$ cat config.mk
export PLATFORM = sky130hd
export DESIGN_NAME = disp_scan_ctrl
export DESIGN_NICKNAME = d
export VERILOG_FILES = /design/src/rtl/disp_pkg.sv /design/src/rtl/disp_prescaler.sv /design/src/rtl/disp_scan_ctrl.sv
export SDC_FILE = /design/constraint.sdc
export NUM_CORES = 1
export LEC_CHECK = 0
export CAP_MARGIN = 30
export CORE_MARGIN = 2
export CORE_UTILIZATION = 55
export DETAILED_ROUTE_END_ITERATION = 16
export HOLD_SLACK_MARGIN = 0.02
export PLACE_DENSITY = 0.9
export REMOVE_ABC_BUFFERS = 1
export SYNTH_ARGS = -nofsm -noshare
export SYNTH_HDL_FRONTEND = slang
export SYNTH_SLANG_ARGS = --single-unit
$ cat constraint.sdc
create_clock -name clk -period 2.45 [get_ports clk]
set_input_delay 0.735 -clock clk [delete_from_list [all_inputs] [get_ports clk]]
set_output_delay 0.735 -clock clk [all_outputs]
set_load 0.01 [all_outputs]
$ cat src/rtl/disp_pkg.sv
// Shared constants, types and helpers for the 7-segment scan controller.
package disp_pkg;

    localparam int NDIG = 4;
    localparam int IDX_W = 2;
    localparam logic [NDIG-1:0] AN_OFF = 4'hF;

    typedef logic [3:0] digit_t;

    // True when the nibble is a legal decimal digit (0..9).
    function automatic logic is_bcd(input digit_t nibble);
        return (nibble <= 4'd9);
    endfunction

endpackage

$ cat src/rtl/disp_prescaler.sv
// Slot prescaler: free-running DIV_W counter with a wrap tick and a guard window.
module disp_prescaler #(
    parameter int DIV_W = 16,
    parameter int GUARD = 4
) (
    input  logic clk,
    input  logic rst_n,
    output logic tick_o,
    output logic guard_o
);

    localparam logic [DIV_W-1:0] CNT_MAX = '1;
    localparam logic [DIV_W-1:0] GUARD_V = DIV_W'(GUARD);

    logic [DIV_W-1:0] r_cnt;

    // Counter wraps naturally from max back to zero.
    always_ff @(posedge clk or negedge rst_n) begin
        if (!rst_n) begin
            r_cnt <= '0;
        end else begin
            r_cnt <= r_cnt + 1'b1;
        end
    end

    assign tick_o  = (r_cnt == CNT_MAX);
    assign guard_o = (r_cnt < GUARD_V);

endmodule

$ cat src/rtl/disp_scan_ctrl.sv
// Four-digit multiplexed display scanner with frame-synchronous value update,
// leading-zero suppression, invalid-digit blanking and an anode guard interval.
module disp_scan_ctrl
    import disp_pkg::*;
#(
    parameter int DIV_W    = 16,
    parameter int GUARD    = 4,
    parameter bit LZ_BLANK = 1'b1
) (
    input  logic        clk,
    input  logic        rst_n,
    input  logic        load_i,
    input  logic [15:0] data_i,
    output logic        upd_ack_o,
    output logic        pend_o,
    output logic [3:0]  digit_o,
    output logic [3:0]  an_o,
    output logic        blank_o,
    output logic        frame_o,
    output logic        bcd_err_o
);

    logic             w_tick;
    logic             w_guard;
    logic             w_boundary;
    logic [IDX_W-1:0] r_idx;
    logic [15:0]      r_shadow;
    logic [15:0]      r_disp;
    logic             r_pend;
    logic             r_ack;
    digit_t           r_digit;
    logic [3:0]       r_an;
    logic             r_blank;

    digit_t           w_nib  [NDIG];
    logic [NDIG-1:0]  w_zero;
    logic [NDIG-1:0]  w_supp;
    logic [NDIG-1:0]  w_bad;
    logic             w_blank_now;

    disp_prescaler #(
        .DIV_W (DIV_W),
        .GUARD (GUARD)
    ) u_presc (
        .clk     (clk),
        .rst_n   (rst_n),
        .tick_o  (w_tick),
        .guard_o (w_guard)
    );

    assign w_boundary = w_tick && (r_idx == IDX_W'(NDIG - 1));

    // Per-digit classification: zero, leading-zero suppressed, not decimal.
    // A digit is suppressed only if it and every more significant digit are zero.
    generate
        for (genvar gi = 0; gi < NDIG; gi++) begin : g_dig
            assign w_nib[gi]  = r_disp[4*gi +: 4];
            assign w_zero[gi] = (w_nib[gi] == 4'd0);
            assign w_bad[gi]  = !is_bcd(w_nib[gi]);
            if (gi == 0) begin : g_ls
                assign w_supp[gi] = 1'b0;
            end else if (gi == NDIG - 1) begin : g_ms
                assign w_supp[gi] = LZ_BLANK && w_zero[gi];
            end else begin : g_mid
                assign w_supp[gi] = LZ_BLANK && w_zero[gi] && w_supp[gi+1];
            end
        end
    endgenerate

    assign w_blank_now = w_guard || w_supp[r_idx] || w_bad[r_idx];

    // Slot index, load handshake and frame-synchronous apply of the shadow value.
    always_ff @(posedge clk or negedge rst_n) begin
        if (!rst_n) begin
            r_idx    <= '0;
            r_shadow <= '0;
            r_disp   <= '0;
            r_pend   <= 1'b0;
            r_ack    <= 1'b0;
        end else begin
            r_ack <= 1'b0;
            if (w_tick) begin
                r_idx <= r_idx + 1'b1;
            end
            if (load_i) begin
                r_shadow <= data_i;
            end
            if (w_boundary) begin
                // A load landing on the boundary bypasses the shadow.
                if (load_i) begin
                    r_disp <= data_i;
                    r_pend <= 1'b0;
                    r_ack  <= 1'b1;
                end else if (r_pend) begin
                    r_disp <= r_shadow;
                    r_pend <= 1'b0;
                    r_ack  <= 1'b1;
                end
            end else if (load_i) begin
                r_pend <= 1'b1;
            end
        end
    end

    // Registered display outputs, one cycle behind the slot index.
    always_ff @(posedge clk or negedge rst_n) begin
        if (!rst_n) begin
            r_digit <= '0;
            r_an    <= AN_OFF;
            r_blank <= 1'b1;
        end else begin
            r_digit <= w_nib[r_idx];
            r_blank <= w_blank_now;
            r_an    <= w_blank_now ? AN_OFF : ~(4'b0001 << r_idx);
        end
    end

    assign upd_ack_o = r_ack;
    assign pend_o    = r_pend;
    assign digit_o   = r_digit;
    assign an_o      = r_an;
    assign blank_o   = r_blank;
    assign frame_o   = w_boundary;
    assign bcd_err_o = |w_bad;

endmodule

# Yosys cells after proc, flatten, opt, wreduce, memory -nomap -nowiden
# Cells that the tools add are included.
[word_totals]
out_inout_bits = 13
input_bits = 19
reg_bits = 61
mem_bits_ro = 0
memories = 0
latchBits = 0
elab_cells = 54
ram_bits = 0
[classes]
addsub = 2
n_div = 0
magnitude_cmp = 7
n_eq_ne = 2
n_shift = 1
multipliers = 0
reduce_logical = 16
bitwise = 2
mux = 15
[op_table]
columns = ["operator", "count"]
rows = [
  ["$mux 16", 2],
  ["$add 16x1->16 const B", 1],
  ["$eq 16x16->1 const B", 1],
  ["$le 4x4->1 const B", 4],
  ["$lt 16x3->1 const B", 1],
  ["$logic_not 4->1", 3],
  ["$mux 4", 3],
  ["$bmux 4 s2", 1],
  ["$mux 1", 7],
  ["$bmux 1 s2", 2],
  ["$logic_not 1->1", 4],
  ["$not 4->4", 1],
  ["$reduce_bool 2->1", 2],
  ["$reduce_or 4->1", 1],
  ["$shl 1x2->4 const A", 1],
  ["$ge 3x3->1 const B", 1],
  ["$logic_and 1x1->1", 3],
  ["$lt 2x3->1 const B", 1],
  ["$not 2->3", 1],
  ["$add 2x1->2 const B", 1],
  ["$eq 2x2->1 const B", 1],
  ["$logic_or 1x1->1", 2],
  ["$reduce_and 2->1", 1],
]

# Longest topological paths before layout
[depth]
depth_word = 8
mapped_depth = 7
depth_no_buf = 5

# By module
# A second synthesis with hierarchy kept.
[hier_totals]
cells_unflattened = 186
hier_area_um2 = 2638.8
[modules_own_cells]
columns = ["module", "cells_each", "area_each_um2", "n_inst", "seq_area_each_um2"]
rows = [
  ["disp_scan_ctrl", 121, 1913.1, 1, 1132.3],
  ["disp_prescaler", 65, 725.7, 1, 400.4],
]

# Least setup slack after synthesis
# Ideal clock, no wire load.
[synth_timing]
path_kind = "flip-flop to output port"
startpoint = "register r_idx[0]"
endpoint = "output port frame_o"
t_arrival_ns = 1.224
path_buffers = 0
stages_incl_launch_ff = 4
path_slack_ns = 0.491
required_ns = 1.715
cell_sequence = "dfrtp_1 > ha_1 > nand4_1 > nor4_1"
[synth_between]
elab_chain_len = 2
[synth_rtl]
columns = ["element", "line", "text"]
rows = [
  ["start: declaration", "disp_scan_ctrl.sv:26", "logic [IDX_W-1:0] r_idx;"],
  ["start signal: assignment", "disp_scan_ctrl.sv:83", "r_idx <= r_idx + 1'b1;"],
  ["$eq 2x2->1", "disp_scan_ctrl.sv:51", "assign w_boundary = w_tick && (r_idx == IDX_W'(NDIG - 1));"],
  ["$logic_and 1x1->1", "disp_scan_ctrl.sv:51", ""],
  ["end: declaration", "disp_scan_ctrl.sv:19", "output logic frame_o,"],
]
# Every way passes these cells.

# Final worst setup path
[layout_timing]
startpoint = "register u_presc.r_cnt[2]"
endpoint = "output port frame_o"
[layout_between]
elab_chain_len = 2
[layout_rtl]
columns = ["element", "line", "text"]
rows = [
  ["start: declaration", "disp_prescaler.sv:15", "logic [DIV_W-1:0] r_cnt;"],
  ["start signal: assignment", "disp_prescaler.sv:22", "r_cnt <= r_cnt + 1'b1;"],
  ["$eq 16x16->1", "disp_prescaler.sv:26", "assign tick_o = (r_cnt == CNT_MAX);"],
  ["$logic_and 1x1->1", "disp_scan_ctrl.sv:51", ""],
]
# Every way passes these cells.

==> flow_summary_export.csv <==
group,metric,value,unit
synth,synth_area,2674,um^2
floorplanning,die_w,73.73,um
clock_tree,clock_path_buffers,2,
placed_design,dp_worst_setup_slack,69.12,ps
critical_path,cp_top_family,"simple AND/OR/NAND/NOR gates",
floorplanning,die_y,73.73,um
critical_path,cp_slowest_stage_delay,430,ps
cells_and_area,diodes,0,
timing,setup_viol,0,
synth,yosysWarnings,0,
status,outcome,"completed",
cells_and_area,fillers,312,
flow_run,maxCapViolations,0,
timing,finalCritPeriodShare,0.9811,
synth,synth_flop_cell,"dfrtp_1",
critical_path,crit_type,"reg -> out",
critical_path,crit_buf_inv,2,
cells_and_area,final_common_cell,"dfrtp_1",
critical_path,arrival,1670,ps
routing,route.detailed.drc,0,
floorplanning,start_util,0.5699,
clock_tree,clk_pin_slew,70,ps
routing,wl,5212,um
timing,fmax,416.0,MHz
timing,fin_tns_setup,0,ps
cells_and_area,final_cell_mix,"51 x dfrtp_1, 29 x clkdlybuf4s50_1, 22 x mux2_2, 12 x nand3_1, 12 x buf_4",
synth,syn_area_per_cell,14.38,um^2
pwr,irDropWorstVdd,0.5844,mV
routing,drtIter0Drc,104,
placed_design,hpwl,3670,um
cells_and_area,seq_area,1539,um^2
critical_path,cp_max_fo,6,
floorplanning,io_pins,32,
synth,postSynth.asyncResetShare,1.000,
cells_and_area,final_nets,261,
routing,num_vias,1683,
synth,yosysSeqAreaShare,0.5732,
synth,ys_ff_latch,61,
critical_path,worstSetupEndpointType,"output port",
synth,synth_area_leaders,"dfrtp_1 52%, mux2_2 9.3%, mux2_4 5.6%, dfstp_2 4.9%, mux4_2 3.4%",
clock_tree,cts_tree,"built",
hold_path,hold_path_class,"in -> async",
floorplanning,core,4692,um^2
floorplanning,die-area,5435,um^2
synth,syn_inst,186,
floorplanning,rows,25,
routing,wire_per_inst,17.61,um
critical_path,path_cells,"nand4_1 > nor4_2 > buf_4 > clkdlybuf4s15_1",
timing,tightest_slew,565.4,ps
clock_tree,clock_sinks,61,
clock_tree,clockRootBuffer,"clkbuf_8",
routing,drtPass1Iterations,4,
placed_design,place.port_buffers,31,
timing,setup_ws,46.23,ps
placed_design,routabilityCongestion,0.9265,
synth,netlist.area_leader.share,0.5241,
critical_path,worst_setup_path_start_kind,"flop",
routing,routed_via_density,5.686,
synth,synth.largest_area_cell,"dfrtp_1",
global_routing,grt_pass1_vias,1806,
global_routing,grt_pass1_wl,8721,um
critical_path,slowest_stage,"dfrtp_2",
global_routing,grt_overflow,0,
global_routing,grt_max_degree,45,
cells_and_area,final_core_util,0.7149,
timing,finalMaxSlewViolations,0,
cells_and_area,multi_input_area,1086,um^2
timing,hold_violations,0,
pwr,p_leak,0.001525,uW
synth,synth_edf_count,0,
cells_and_area,syn2layout_area_growth,25.46,%
timing,fin_skew,7.160,ps
cells_and_area,drive_above_1_share,0.3471,
clock_tree,cts-buffers-inserted,9,
global_routing,grt_usage,0.2224,
clock_tree,clock_latency,340,ps
clock_tree,htree_levels,3,
synth,synth_cell_type_count,33,
critical_path,cp_data_required_time,1710,ps
global_routing,antenna_found_initial,0,
timing,holdWs,323.7,ps
timing,min_period,2404,ps
routing,ant_nets,0,
pwr,power_per_cell_area,622.4,nW/um^2
timing,relSlewSlack,0.6191,
[per-layer routing]
metal	up-vias	share of wire	GRT usage
li1	772	-	-
met1	839	0.42	0.2768
met2	52	0.50	0.3542
met3	20	0.036	0.04390
met4	0	0.037	0.1414
met5	-	0	0
[cells in the mapped netlist (2+ instances only)]
cell type,number
xnor2_1,8
nor3_1,4
dfrtp_1,56
nand2_1,5
mux2_4,10
mux2_2,22
xor2_1,7
buf_6,3
o21ai_0,6
nand4_4,2
ha_1,5
nand4_1,4
mux4_2,4
nand3_1,12
nor4_1,7
nor2_1,6
dfstp_2,5
inv_1,5
[path summary, 6_finish.rpt]
path                            slack, ps              from     endpoint  cells past startpoint
worst max-delay path                   50  u_presc.r_cnt[2]      frame_o                      4
worst min-delay path                  320             rst_n    r_disp[6]                      1
worst max register to register        510  u_presc.r_cnt[3]    r_disp[9]                      6
worst min register to register        500       r_shadow[0]  r_shadow[0]                      1
max in group asynchronous            1500             rst_n      blank_o                      2
min in group clk                      500       r_shadow[0]  r_shadow[0]                      1
[flip-flops by register name (all words and copies together) (netlist names)]
name / count
r_idx: 2
upd_ack_o: 1
r_disp: 16
digit_o: 4
u_presc.r_cnt: 16
pend_o: 1
an_o: 4
r_shadow: 16
blank_o: 1
[report_power, final]
group | switching [uW] | internal (uW) | leakage [uW] | total, uW
registers | 7.34 | 1030 | 0.000772 | 1040
logic | 44.4 | 54.1 | 0.000653 | 98.5
clock network | 376 | 572 | 0.000101 | 948
total | 428 | 1660 | 0.00152 | 2090
[through the flow]
stage / instance area [um^2] / total power (uW) / cells
after floorplan: 2616 / 1090 / 181
after global placement: 3082 / 1153 / 275
after detailed placement: 3082 / 1160 / 275
after CTS: 3348 / 2102 / 296
after global routing: 3354 / 2151 / 296
final: 3354 / 2088 / 296
[logic make-up after synthesis]
logic type               Yosys count  synth area share
flip-flops                        61            0.5732
AND/OR/NAND/NOR                   50            0.1207
multiplexers                      37            0.1862
XOR/XNOR                          15           0.04914
buffers and inverters             10           0.02854
AO/OA/AOI/OAI                      8           0.01871
adder cells (fa/ha/maj)            5           0.02340
[timing repair]
| action | 4_1_cts | 5_1_grt |
|---|---|---|
| setup endpoints to repair | 2 | 2 |
| hold buffers | 0 | 0 |
| gates resized for setup | 11 | 4 |
| buffers inserted | 5 | 0 |
| pin swaps | 2 | 1 |
[layout make-up]
class / instances / share of cell area
flip-flops and latches: 61 / 0.4588
multi-input cells: 115 / 0.3238
repair buffers: 45 / 0.1298
clock buffers: 12 / 0.04028
clock inverters: 4 / 0.02163
well taps: 54 / 0.02014
inverters: 5 / 0.005595
No activity file was read; power rests on OpenSTA's default activity.
